## src/rtl/stats_seq_ctrl_if.sv

```systemverilog
// stats_seq_ctrl_if: operator switches/start in, LED bank and status out.
interface stats_seq_ctrl_if;
  logic [7:0] sw;
  logic       start;
  logic [7:0] led;
  logic       busy;
  logic       done;
  modport master (output sw, start, input led, busy, done);
  modport slave (input sw, start, output led, busy, done);
endinterface

```

## src/rtl/stats_seq_ctrl.sv

```systemverilog
// stats_seq_ctrl: paced entry of N, samples and op, then serial sum/mean/sumsq/stddev
// on one shared accumulator, restoring divider and non-restoring square root.
module stats_seq_ctrl #(
  parameter int MAX_N    = 10,
  parameter int TICK_DIV = 100000000
) (
  input logic            clk,
  input logic            rst_n,
  stats_seq_ctrl_if.slave io
);
  localparam int CW = $clog2(TICK_DIV + 1);
  localparam int IW = $clog2(MAX_N + 1);
  typedef enum logic [3:0] {IDLE, GET_N, GET_X, GET_OP, ACCUM, DIV1, DIV2, VAR, SQRT, FIN, SHOW} state_t;
  state_t st, nxt;
  logic [CW-1:0] cnt;
  logic [IW-1:0] n, idx, rem, rem_n;
  logic [IW:0] trial;
  logic [7:0] mem [MAX_N];
  logic [1:0] op;
  logic [11:0] sum, sr, sr_sh, sr_n;
  logic [19:0] sumsq, dq, dsrc, dq_n;
  logic [15:0] q1, vs, sq, mm;
  logic [7:0] m, res, rt, rt_n, led, x;
  logic [4:0] dcnt;
  logic [2:0] scnt;
  logic run, tick, ge, last_div, busy, done;
  assign io.led = led;
  assign io.busy = busy;
  assign io.done = done;
  assign run = st == GET_N || st == GET_X || st == GET_OP;
  assign tick = run && cnt == CW'(TICK_DIV - 1);
  assign x = mem[idx];
  assign sq = {8'b0, x} * {8'b0, x};
  assign mm = {8'b0, m} * {8'b0, m};
  // Divider: first step takes its dividend straight from the accumulators.
  assign dsrc = dcnt == 5'd0 ? (st == DIV1 && op == 2'd3 ? sumsq : {8'b0, sum}) : dq;
  assign trial = {dcnt == 5'd0 ? {IW{1'b0}} : rem, dsrc[19]};
  assign ge = trial >= {1'b0, n};
  assign rem_n = ge ? IW'(trial - {1'b0, n}) : trial[IW-1:0];
  assign dq_n = {dsrc[18:0], ge};
  assign last_div = dcnt == 5'd19;
  // Non-restoring root: the sign of the partial remainder picks add or subtract.
  assign sr_sh = {sr[9:0], vs[15:14]};
  assign sr_n = sr[11] ? sr_sh + {2'b0, rt, 2'b11} : sr_sh - {2'b0, rt, 2'b01};
  assign rt_n = {rt[6:0], ~sr_n[11]};
  always_ff @(posedge clk or negedge rst_n)
    if (!rst_n) st <= IDLE;
    else st <= nxt;
  always_comb begin
    nxt = st;
    case (st)
      IDLE, SHOW: nxt = io.start ? GET_N : st;
      GET_N:      nxt = tick && io.sw != 8'd0 ? GET_X : st;
      GET_X:      nxt = tick && idx == n - IW'(1) ? GET_OP : st;
      GET_OP:     nxt = tick ? ACCUM : st;
      ACCUM:      nxt = idx != n - IW'(1) ? st : op[0] ? DIV1 : FIN;
      DIV1:       nxt = !last_div ? st : op == 2'd1 ? FIN : DIV2;
      DIV2:       nxt = last_div ? VAR : st;
      VAR:        nxt = SQRT;
      SQRT:       nxt = scnt == 3'd7 ? FIN : st;
      FIN:        nxt = SHOW;
      default:    nxt = IDLE;
    endcase
  end
  always_ff @(posedge clk)
    if (st == GET_X && tick) mem[idx] <= io.sw;
  always_ff @(posedge clk or negedge rst_n) begin
    if (!rst_n) begin
      cnt <= '0;
      n <= '0;
      idx <= '0;
      rem <= '0;
      op <= '0;
      sum <= '0;
      sumsq <= '0;
      dq <= '0;
      dcnt <= '0;
      q1 <= '0;
      m <= '0;
      vs <= '0;
      sr <= '0;
      rt <= '0;
      scnt <= '0;
      res <= '0;
      led <= '0;
      busy <= 1'b0;
      done <= 1'b0;
    end else begin
      done <= 1'b0;
      cnt <= run && !tick ? cnt + CW'(1) : '0;
      case (st)
        IDLE, SHOW: if (io.start) begin
          led <= '0;
          busy <= 1'b1;
        end
        GET_N: if (tick) begin
          led <= io.sw;
          n <= io.sw > 8'(MAX_N) ? IW'(MAX_N) : io.sw[IW-1:0];
          idx <= '0;
        end
        GET_X: if (tick) begin
          led <= io.sw;
          idx <= idx + IW'(1);
        end
        GET_OP: if (tick) begin
          op <= io.sw > 8'd2 ? 2'd3 : io.sw[1:0];
          idx <= '0;
          sum <= '0;
          sumsq <= '0;
        end
        ACCUM: begin
          sum <= sum + {4'b0, x};
          sumsq <= sumsq + {4'b0, sq};
          idx <= idx + IW'(1);
          dcnt <= '0;
        end
        DIV1, DIV2: begin
          dq <= dq_n;
          rem <= rem_n;
          dcnt <= last_div ? 5'd0 : dcnt + 5'd1;
          if (last_div && st == DIV1) begin
            res <= dq_n[7:0];
            q1 <= dq_n[15:0];
          end
          if (last_div && st == DIV2) m <= dq_n[7:0];
        end
        VAR: begin
          vs <= q1 - mm;
          sr <= '0;
          rt <= '0;
          scnt <= '0;
        end
        SQRT: begin
          vs <= {vs[13:0], 2'b00};
          sr <= sr_n;
          rt <= rt_n;
          scnt <= scnt + 3'd1;
          if (scnt == 3'd7) res <= rt_n;
        end
        FIN: begin
          led <= op == 2'd0 ? sum[7:0] : op == 2'd2 ? sumsq[7:0] : res;
          done <= 1'b1;
          busy <= 1'b0;
        end
        default: ;
      endcase
    end
  end
endmodule

```

## src/flat_wrapper.sv

```systemverilog
// flat-port wrapper written by rule: the top's interface ports become plain ports
module stats_seq_ctrl_flat 
#(
  parameter int MAX_N    = 10,
  parameter int TICK_DIV = 100000000
)
  (clk, rst_n, io_sw, io_start, io_led, io_busy, io_done);
  stats_seq_ctrl_if io_i ();
  input logic clk;
  input logic rst_n;
  input wire logic [$bits(io_i.sw)-1:0] io_sw;
  input wire logic [$bits(io_i.start)-1:0] io_start;
  output wire logic [$bits(io_i.led)-1:0] io_led;
  output wire logic [$bits(io_i.busy)-1:0] io_busy;
  output wire logic [$bits(io_i.done)-1:0] io_done;
  assign io_i.sw = io_sw;
  assign io_i.start = io_start;
  assign io_led = io_i.led;
  assign io_busy = io_i.busy;
  assign io_done = io_i.done;
  stats_seq_ctrl #(.MAX_N(MAX_N), .TICK_DIV(TICK_DIV)) u_core (.clk(clk), .rst_n(rst_n), .io(io_i));
endmodule
```

## config.mk

```make
export PLATFORM = sky130hd
export DESIGN_NAME = stats_seq_ctrl_flat
export DESIGN_NICKNAME = d
export VERILOG_FILES = /design/src/rtl/stats_seq_ctrl_if.sv /design/src/rtl/stats_seq_ctrl.sv /design/src/flat_wrapper.sv
export SDC_FILE = /design/constraint.sdc
export NUM_CORES = 1
export LEC_CHECK = 0
export BUFFER_PORTS_ARGS = -buffer_cell sky130_fd_sc_hd__buf_2
export CORE_MARGIN = 2
export CORE_UTILIZATION = 49
export CTS_CLUSTER_DIAMETER = 150
export CTS_CLUSTER_SIZE = 24
export DETAILED_ROUTE_END_ITERATION = 6
export PLACE_DENSITY_LB_ADDON = 0.12
export SETUP_SLACK_MARGIN = 0.15
export SYNTH_ARGS = -nofsm -noshare
export SYNTH_HDL_FRONTEND = slang
export SYNTH_SLANG_ARGS = --single-unit
```

## constraint.sdc

```tcl
create_clock -name clk -period 7 [get_ports clk]
set_input_delay 1.05 -clock clk [delete_from_list [all_inputs] [get_ports clk]]
set_output_delay 1.05 -clock clk [all_outputs]
set_load 0.005 [all_outputs]
```

==> run_results.csv, run 1 <==
group,metric,value,unit
logic_synthesis,ys_warn_count,0,
global_routing,antenna_found_initial,1,
finish,antenna_cells,0,
global_routing,grt_overflow_total,0,
setup_path,worstSetupStartpointType,"flop",
sta,period_needed,6.55,ns
setup_path,path_class,"reg -> reg",
place,dpl.hpwl,26800,µm
place,portBuffers,20,
setup_path,worstPathRequired,7.43,ns
finish,postLayoutCoreUtil,53.0,%
detailed_routing,vias_per_cell,5.54,
clock_tree,cts_hold_buf,0,
floorplanning,fp.dieH,190,µm
logic_synthesis,ys_seq_area_share,41.2,%
sta,slew_violations,0,
detailed_routing,final_antenna_net_count,0,
setup_path,critPathMaxStageDelay,0.62,ns
clock_tree,clk_path_buf_depth,3,
clock_tree,clk-insertion-delay-late,0.51,ns
floorplanning,pin_count,21,
detailed_routing,num_vias,11501,
global_routing,grt_max_degree,88,
power,power.share.clock,11.7,%
clock_tree,clk_pin_slew_worst_paths,0.11,ns
logic_synthesis,syn_nets,1831,
power,power_leakage,7.89,nW
floorplanning,start_util,50.1,%
status,status,"complete, no violations",
sta,finalSetupViolCount,0,
logic_synthesis,synth_cell_types,79,
logic_synthesis,avgSynthCellArea,10.3,µm²
clock_tree,cts_tree,"done",
logic_synthesis,ys_seq_elements,262,
logic_synthesis,synth_async_sr_flop_share,69.5,%
sta,rsz0062_at_grt,"no",
sta,max_freq,0.153,GHz
sta,fin_skew,0.0219,ns
power,power,7.89,mW
global_routing,grt_pass1_vias,11313,
logic_synthesis,synthesis.area,16900,µm²
sta,hold_violations,0,
job,drv_cap,0,
global_routing,grt_use_total,20.7,%
place,place.gp.congestion,0.846,
clock_tree,h-tree-depth,1,
finish,layout-drive-gt1-share,7.98,%
setup_path,path_delay_family,"adder cells",
detailed_routing,drtIter0Drc,744,
setup_path,crit_buf_inv,5,
setup_path,worst_ep_arrival_time,6.98,ns
clock_tree,post-cts-setup-buffers,0,
power,ir_worst_vdd,584,µV
logic_synthesis,synthFlopType,"dfrtp_1",
power,intPower,4.31,mW
min_path,hold_class,"reg -> reg",
clock_tree,cts_buffers,14,
detailed_routing,drt-total-wl,36400,µm
detailed_routing,drtPass1Iterations,5,
floorplanning,core_area,33700,µm²
power,power_frac_seq,26.2,%
floorplanning,fp.dieW,190,µm
setup_path,cp_slowest_cell,"mux4_1",
power,power_frac_comb,62.2,%
logic_synthesis,syn_inst,1632,
power,power_density,442,nW/µm²
detailed_routing,routedWlPerCell,17.5,µm
setup_path,worstSetupEndpointType,"flop",
finish,layout-area-overhead-vs-synth,5.88,%
sta,maxSlewHeadroom,31.3,%
sta,setup_tns,0,ns
floorplanning,die_area,35900,µm²
finish,final_cell_mix,"183 x nand2_1, 181 x dfrtp_1, 159 x inv_1",
finish,finalNetCount,1823,
setup_path,crit_chain,"buf_4 -> mux4_1 -> mux2_2 -> o21ai_1 -> inv_1 -> nand2_1 -> inv_1 -> fa_1 -> fa_1 -> fa_1 -> inv_1 -> fa_1 -> inv_1 -> ha_1 -> o211ai_1 -> a21oi_1 -> nor4_1 -> o41a_1 -> nand2b_1 -> a211oi_1 -> mux2i_1",
sta,tightest_slew,1.03,ns
logic_synthesis,synth_edf_count,80,
setup_path,cp_max_fo,18,
power,p_sw,3.59,mW
detailed_routing,drc_errors,0,
power,swShare,45.4,%
global_routing,grt_pass1_wl,59900,µm
floorplanning,fp-row-count,67,
sta,fin_crit_sh,93.6,%
clock_tree,clock-sinks,262,
clock_tree,cts-root-buf,"clkbuf_16",
finish,layout_commonest_cell,"nand2_1",
## metrics by stage
stage	cell area [µm²]	worst slack, ns	cells	hold slack [ns]
3_3_place_gp	17400	0.638	2056	0.471
3_5_place_dp	17400	0.464	2056	0.476
2_1_floorplan	16900	1.18	1632	0.440
6_report	17900	0.445	2077	0.494
5_1_grt	17900	0.157	2077	0.513
4_1_cts	17900	0.429	2077	0.500
## state kept, by name (all words and copies together) (netlist names), 2 cells and up
register,count
u_core.dq,20
u_core.rt,8
u_core.scnt,3
u_core.vs,16
u_core.sumsq,20
u_core.m,8
u_core.n,4
u_core.res,8
u_core.io.led,8
u_core.st,4
u_core.op,2
u_core.cnt,27
u_core.rem,4
u_core.dcnt,5
u_core.q1,16
u_core.sum,12
u_core.idx,4
u_core.sr,11
u_core.mem,80
## synthesized netlist by cell type (6+ instances only)
cell / instances / area share (%)
mux2i_1: 37 / 2.2
edfxtp_1: 80 / 14
nand2_1: 183 / 4.1
o31ai_1: 6 / 0.27
ha_1: 111 / 8.2
xnor2_1: 46 / 2.4
buf_2: 7 / 0.21
nand3_1: 30 / 0.89
nor3_1: 19 / 0.56
o21a_1: 8 / 0.36
fa_1: 77 / 9.1
xor2_1: 41 / 2.1
a31oi_1: 16 / 0.59
a21o_1: 21 / 0.93
nand2b_1: 18 / 0.67
o21ai_1: 7 / 0.21
o21ai_0: 109 / 3.2
and3_1: 9 / 0.33
or3_1: 8 / 0.30
nor2b_1: 12 / 0.45
and2_1: 17 / 0.63
inv_1: 159 / 3.5
a21oi_1: 63 / 1.9
a22oi_1: 17 / 0.76
nand4_1: 11 / 0.41
nor2_1: 124 / 2.8
mux2_2: 41 / 2.7
clkbuf_1: 46 / 1.0
dfrtp_1: 182 / 27
a22o_1: 9 / 0.47
mux4_1: 13 / 2.0
buf_1: 7 / 0.16
## cell type report
| cell class | instances | area (µm²) |
|---|---|---|
| multi-input cells | 1141 | 9040 |
| repair buffers | 43 | 282 |
| fillers | 3034 | 15800 |
| well taps | 448 | 561 |
| clock buffers | 21 | 408 |
| flip-flops and latches | 262 | 6960 |
| inverters | 162 | 608 |
## tightest hold or removal path: cells and delay by family (launching register included)
| kind | cells | cell delay, ns |
|---|---|---|
| AO/OA/AOI/OAI | 1 | 0.06 |
| flip-flops | 1 | 0.36 |
| AND/OR/NAND/NOR | 1 | 0.04 |
## logic make-up after synthesis
family / after synthesis / synth area share, %
AO/OA/AOI/OAI: 303 / 11.1
XOR/XNOR: 87 / 4.52
adder cells (fa/ha/maj): 189 / 17.4
buffers and inverters: 229 / 5.36
flip-flops: 262 / 41.2
multiplexers: 95 / 7.45
AND/OR/NAND/NOR: 467 / 12.9
## routing by layer
layer  part of all wire, %  vias to the layer above  track usage, %
li1                      -                     5594               -
met1                    50                     5727            31.1
met2                    46                      150            33.7
met3                   2.8                       30            1.73
met4                   1.5                        0            3.40
met5                     0                        -               0
## worst paths after layout
kind	cells past startpoint	slack, ns	startpoint	to
max	21	0.45	u_core.idx[0]$_DFFE_PN0P_	u_core.sumsq[19]$_DFFE_PN0P_
max reg2reg	21	0.45	u_core.idx[0]$_DFFE_PN0P_	u_core.sumsq[19]$_DFFE_PN0P_
min reg2reg	2	0.49	u_core.q1[14]$_DFFE_PN0P_	u_core.q1[14]$_DFFE_PN0P_
max in group asynchronous	2	5.17	rst_n	u_core.dq[18]$_DFFE_PN0N_
min	2	0.49	u_core.q1[14]$_DFFE_PN0P_	u_core.q1[14]$_DFFE_PN0P_
min in group asynchronous	1	0.60	rst_n	u_core.sr[5]$_DFFE_PN0P_
## repair_timing
item	in CTS	in global routing
hold endpoints to repair	0	0
gates resized for setup	0	2
endpoints found under the setup margin	0	2
## power groups by stage
stage | logic [mW] | registers, mW | clock network (mW)
2_1_floorplan | 3.94 | 1.99 | 0
3_3_place_gp | 4.85 | 2.09 | 0
3_5_place_dp | 4.91 | 2.10 | 0
4_1_cts | 4.94 | 2.07 | 0.951
5_1_grt | 5.61 | 2.10 | 1.00
6_report | 4.91 | 2.07 | 0.920
(Power assumes the default switching activity.)
==> inputs of run 2 (changes only) <==
==> constraint.sdc (replaced) <==
create_clock -name clk -period 7.7 [get_ports clk]
set_input_delay 1.155 -clock clk [delete_from_list [all_inputs] [get_ports clk]]
set_output_delay 1.155 -clock clk [all_outputs]
set_load 0.005 [all_outputs]
==> run 2 against run 1 <==
  * Sequential cell count did not move
  * Final area is 0.39% lower
  * Die area unchanged
  * Critical path depth decreased by 1
  * Count of clock-buffer cells in the layout unchanged
  * Power down 8.6%
  * Combinational power is 8.8% lower
  * Non-clock buffer count fell by 9
  * Setup slack gained 0.33 ns
  * Clock skew increased by 0.0049 ns
  * Largest cell class unchanged
  * Largest power group unchanged
==> run_results.csv, run 2 (synthesis results as in run 1) <==
group,metric,value,unit
sta,rsz0062_at_grt,"no",
setup_path,r2r_setup_slack,0.77,ns
finish,antenna_cells,0,
clock_tree,clk_pin_slew_worst_paths,0.10,ns
finish,postLayoutCoreUtil,52.8,%
sta,timing.hold.ws,0.482,ns
place,dp_cells,2047,
detailed_routing,final_antenna_net_count,0,
place,pre_cts_slack,0.861,ns
clock_tree,clock-sinks,262,
floorplanning,fp-row-count,67,
sta,fin_crit_sh,90.0,%
floorplanning,fp.dieH,190,µm
power,power_density,405,nW/µm²
sta,max_freq,0.144,GHz
setup_path,path_class,"reg -> reg",
global_routing,antenna_found_initial,1,
finish,stdcell_count,2068,
detailed_routing,routedWlPerCell,17.6,µm
setup_path,worstSetupStartpointType,"flop",
job,drv_cap,0,
floorplanning,core_area,33700,µm²
clock_tree,clk_path_buf_depth,3,
clock_tree,post-cts-setup-buffers,0,
clock_tree,cts_tree,"done",
sta,hold_violations,0,
clock_tree,h-tree-depth,1,
sta,slew_violations,0,
detailed_routing,num_vias,11398,
finish,largest-register,"u_core.mem",
detailed_routing,drc_errors,0,
finish,finalNetCount,1814,
place,dpl.hpwl,26600,µm
global_routing,grt_pass1_vias,11312,
floorplanning,die_area,35900,µm²
global_routing,grt_use_total,21.0,%
detailed_routing,vias_per_cell,5.51,
power,ir_worst_vdd,527,µV
global_routing,grt_overflow_total,0,
sta,setup_slack,0.770,ns
sta,finalSetupViolCount,0,
setup_path,worstPathRequired,8.10,ns
floorplanning,start_util,50.1,%
finish,layout-area-overhead-vs-synth,5.47,%
finish,final_cell_mix,"183 x nand2_1, 182 x dfrtp_1, 159 x inv_1",
clock_tree,clk-insertion-delay-late,0.52,ns
clock_tree,cts-root-buf,"clkbuf_16",
finish,layout_commonest_cell,"nand2_1",
sta,period_needed,6.93,ns
sta,tightest_slew,1.05,ns
sta,fin_skew,0.0268,ns
min_path,hold_class,"reg -> reg",
finish,largest_reg_flops,80,
power,power_leakage,7.85,nW
global_routing,grt_max_degree,117,
place,place.gp.congestion,0.847,
place,dpl_cell_area,17400,µm²
finish,largestRegisters,"u_core.mem: 80 flops, u_core.cnt: 27 flops",
place,portBuffers,20,
sta,maxSlewHeadroom,30.2,%
detailed_routing,drtIter0Drc,638,
finish,finalInstanceArea,17800,µm²
setup_path,worst_ep_arrival_time,7.33,ns
status,status,"complete, no violations",
clock_tree,ctsResizeCount,0,
floorplanning,fp.dieW,190,µm
global_routing,grt_pass1_wl,60800,µm
floorplanning,pin_count,21,
detailed_routing,drt-total-wl,36300,µm
setup_path,cp_max_fo,21,
clock_tree,cts_hold_buf,0,
clock_tree,cts_buffers,14,
finish,layout-drive-gt1-share,7.41,%
power,power,7.21,mW
detailed_routing,drtPass1Iterations,5,
setup_path,worstSetupEndpointType,"flop",
finish,fillCellCount,3069,
sta,setup_tns,0,ns
[run 2: changes by cell type in the layout (fill, tap and decap cells not counted)]
cell	change
dfrtp_2	-1
dfrtp_1	+1
buf_4	-9
o21ai_1	-1
o21ai_0	+1
[run 2: report_power, final]
group	leakage (nW)	internal, mW	switching [mW]
clock	0.198	0.371	0.466
sequential	3.13	1.65	0.243
combinational	4.52	1.88	2.60
[run 2: worst paths after layout]
check                                            from  cells after the start                      endpoint
max                         u_core.idx[1]$_DFFE_PN0P_                     20  u_core.sumsq[17]$_DFFE_PN0P_
min                        u_core.sum[11]$_DFFE_PN0P_                      1    u_core.sum[11]$_DFFE_PN0P_
max reg2reg                 u_core.idx[1]$_DFFE_PN0P_                     20  u_core.sumsq[17]$_DFFE_PN0P_
min reg2reg                u_core.sum[11]$_DFFE_PN0P_                      1    u_core.sum[11]$_DFFE_PN0P_
max in group asynchronous                       rst_n                      2      u_core.cnt[16]$_DFF_PN0_
min in group asynchronous                       rst_n                      1      u_core.sr[5]$_DFFE_PN0P_
[run 2: final cells by class]
type / count / area [µm²] / share of cell area (%)
clock buffer: 21 / 408 / 2.29
tap: 448 / 561 / 3.15
multi-input combinational: 1141 / 9040 / 50.8
timing repair buffer: 34 / 214 / 1.20
inverter: 162 / 608 / 3.42
sequential: 262 / 6960 / 39.1
[run 2: metal layers]
| layer | vias to the layer above | share of wire [%] | global-route usage (%) |
|---|---|---|---|
| met5 | - | 0 | 0 |
| met4 | 0 | 1.9 | 4.14 |
| met3 | 41 | 4.0 | 2.67 |
| met2 | 193 | 46 | 33.3 |
| met1 | 5595 | 48 | 31.2 |
| li1 | 5569 | - | - |
[run 2: critical path, stage by stage (launching register included)]
cell and delay [ns]:
dfrtp_1 0.89, mux4_2 0.40, mux2_2 0.27, o21ai_1 0.62
inv_1 0.23, nand2_1 0.17, inv_1 0.07, fa_1 0.47
fa_1 0.52, fa_1 0.55, inv_1 0.06, fa_1 0.53
inv_1 0.04, ha_1 0.33, o211ai_1 0.11, a21oi_1 0.18
nor4_1 0.09, o41a_1 0.40, o21ai_0 0.44, nor3_1 0.12
a311oi_1 0.32
==> inputs of run 3 (changes only) <==
--- a/config.mk
+++ b/config.mk
@@ -5,12 +5,12 @@
 export SDC_FILE = /design/constraint.sdc
 export NUM_CORES = 1
 export LEC_CHECK = 0
-export BUFFER_PORTS_ARGS = -buffer_cell sky130_fd_sc_hd__buf_2
 export CORE_MARGIN = 2
 export CORE_UTILIZATION = 49
 export CTS_CLUSTER_DIAMETER = 150
 export CTS_CLUSTER_SIZE = 24
 export DETAILED_ROUTE_END_ITERATION = 6
+export DONT_BUFFER_PORTS = 1
 export PLACE_DENSITY_LB_ADDON = 0.12
 export SETUP_SLACK_MARGIN = 0.15
 export SYNTH_ARGS = -nofsm -noshare
==> run 3 against run 2 <==
  * Clock power shrank 0.6%
  * Combinational power down 3%
  * Sequential power barely moved
  * Cell count is 1.1% lower
  * Clock skew fell by 0.0033 ns
  * Sequential cell count stayed put
  * Die area is the same
  * Setup slack lost 0.14 ns
  * Largest power group unchanged
==> run_results.csv, run 3 (synthesis results as in run 1) <==
group,metric,value,unit
finish,postLayoutCoreUtil,52.4,%
sta,maxSlewHeadroom,30.4,%
detailed_routing,drc_errors,0,
clock_tree,cts-root-buf,"clkbuf_16",
setup_path,r2r_start,"u_core.idx[0]$_DFFE_PN0P_",
sta,hold_violations,0,
detailed_routing,vias_per_cell,5.51,
setup_path,worstSetupEndpointType,"flop",
power,ir_worst_vdd,544,µV
floorplanning,fp.dieW,190,µm
setup_path,r2r_setup_slack,0.63,ns
sta,max_freq,0.141,GHz
detailed_routing,drtPass1Iterations,4,
finish,layout_commonest_cell,"nand2_1",
global_routing,use_met1,30.7,%
finish,layout-drive-gt1-share,6.14,%
place,pre_cts_slack,0.628,ns
place,dpl.hpwl,26000,µm
setup_path,cp_max_fo,19,
global_routing,grt_pass1_vias,11191,
clock_tree,clk_path_buf_depth,3,
global_routing,grt_pass1_wl,59300,µm
sta,tightest_slew,1.04,ns
finish,finalNetCount,1792,
sta,period_needed,7.07,ns
power,power_frac_seq,27.0,%
power,power_density,402,nW/µm²
detailed_routing,final_antenna_net_count,0,
setup_path,worstReg2RegEnd,"u_core.sumsq[17]$_DFFE_PN0P_",
job,drv_cap,0,
clock_tree,cts_tree,"done",
clock_tree,post-cts-setup-buffers,0,
setup_path,rr_worst_depth,19,
finish,largestRegisters,"u_core.mem: 80 flops, u_core.cnt: 27 flops",
sta,setup_slack,0.626,ns
floorplanning,start_util,50.1,%
finish,layout-area-overhead-vs-synth,4.71,%
sta,finalSetupViolCount,0,
power,p_sw,3.24,mW
finish,stdcell_count,2045,
setup_path,path_class,"reg -> reg",
clock_tree,cts_hold_buf,0,
finish,largest-register,"u_core.mem",
sta,rsz0062_at_grt,"no",
setup_path,worst_ep_arrival_time,7.49,ns
floorplanning,pin_count,21,
sta,slew_violations,0,
global_routing,use_met2,32.8,%
status,status,"complete, no violations",
setup_path,crit_path_start,"u_core.idx[0]$_DFFE_PN0P_",
clock_tree,clock-sinks,262,
global_routing,antenna_found_initial,1,
finish,largest_reg_flops,80,
floorplanning,core_area,33700,µm²
setup_path,worstSetupStartpointType,"flop",
clock_tree,clk_pin_slew_worst_paths,0.10,ns
global_routing,use_met3,1.81,%
floorplanning,fp.dieH,190,µm
finish,antenna_cells,0,
clock_tree,cts_buffers,14,
power,intPower,3.87,mW
sta,fin_crit_sh,91.9,%
detailed_routing,num_vias,11273,
place,portBuffers,0,
global_routing,grt_most_used_layer,"met2",
setup_path,crit_end,"u_core.sumsq[17]$_DFFE_PN0P_",
setup_path,worstPathRequired,8.11,ns
power,power_leakage,7.75,nW
floorplanning,fp-row-count,67,
global_routing,grt_max_degree,183,
detailed_routing,drtIter0Drc,700,
power,swShare,45.5,%
place,place.gp.congestion,0.823,
clock_tree,ctsResizeCount,0,
min_path,hold_class,"in -> async",
global_routing,grt_overflow_total,0,
clock_tree,h-tree-depth,1,
sta,setup_tns,0,ns
floorplanning,die_area,35900,µm²
finish,final_cell_mix,"183 x nand2_1, 182 x dfrtp_1, 159 x inv_1",
clock_tree,clk-insertion-delay-late,0.51,ns
detailed_routing,drt-total-wl,35900,µm
place,dp_cells,2025,
sta,fin_skew,0.0235,ns
power,power_frac_comb,61.3,%
power,power.share.clock,11.7,%
detailed_routing,routedWlPerCell,17.6,µm
global_routing,grt_use_total,20.5,%
## run 3: cell count changes in the layout (fill, tap and decap cells not counted), sizes merged
cell,before,now
buf,33,12
clkbuf,22,20
## run 3: worst min-delay path by stage
stage                     cells after the start                           end                         start  slack, ns
final                                         0      u_core.sr[3]$_DFFE_PN0P_                         rst_n       0.34
after global routing                          0      u_core.sr[3]$_DFFE_PN0P_                         rst_n       0.32
after CTS                                     0      u_core.vs[7]$_DFFE_PN0P_                         rst_n       0.31
after detailed placement                      1    u_core.sum[11]$_DFFE_PN0P_    u_core.sum[11]$_DFFE_PN0P_       0.47
after global placement                        1    u_core.sum[11]$_DFFE_PN0P_    u_core.sum[11]$_DFFE_PN0P_       0.47
after floorplan                               1  u_core.sumsq[19]$_DFFE_PN0P_  u_core.sumsq[19]$_DFFE_PN0P_       0.44
## run 3: per-layer routing
| layer | wire length [µm] | up-vias |
|---|---|---|
| met5 | 0 | - |
| met4 | 621 | 0 |
| met3 | 1220 | 34 |
| met2 | 16500 | 179 |
| met1 | 17600 | 5549 |
| li1 | - | 5511 |
## run 3: worst max-delay path, stage by stage, from the launching register on
cell      delay, ns
dfrtp_1        0.71
buf_4          0.42
mux4_1         0.59
mux2_2         0.28
o21ai_1        0.65
nor2_1         0.21
fa_1           0.55
fa_1           0.53
fa_1           0.54
inv_1          0.05
fa_1           0.53
inv_1          0.04
ha_1           0.32
o211ai_1       0.10
a21oi_1        0.20
nor4_1         0.11
o41a_1         0.41
o21ai_0        0.37
nor3_1         0.10
a311oi_1       0.25
## run 3: power by group through the flow
stage	Clock, mW	Combinational [mW]	Sequential (mW)
after global routing	0.899	4.97	1.96
after CTS	0.859	4.37	1.92
final	0.832	4.36	1.92
after floorplan	0	3.58	1.81
after global placement	0	4.30	1.94
after detailed placement	0	4.33	1.95
## run 3: area by class of cell
cell class / count / area [µm²]
clock buffers: 20 / 404
multi-input cells: 1141 / 9040
repair buffers: 12 / 90.1
fillers: 3077 / 16000
inverters: 162 / 608
well taps: 448 / 561
flip-flops and latches: 262 / 6960
## run 3: metrics by stage
stage,area (µm²),hold WS [ns],power [mW]
finish,17700,0.338,7.11
floorplan,16900,0.440,5.39
global route,17700,0.318,7.83
global placement,17300,0.466,6.24
CTS,17700,0.306,7.15
detailed placement,17300,0.471,6.28
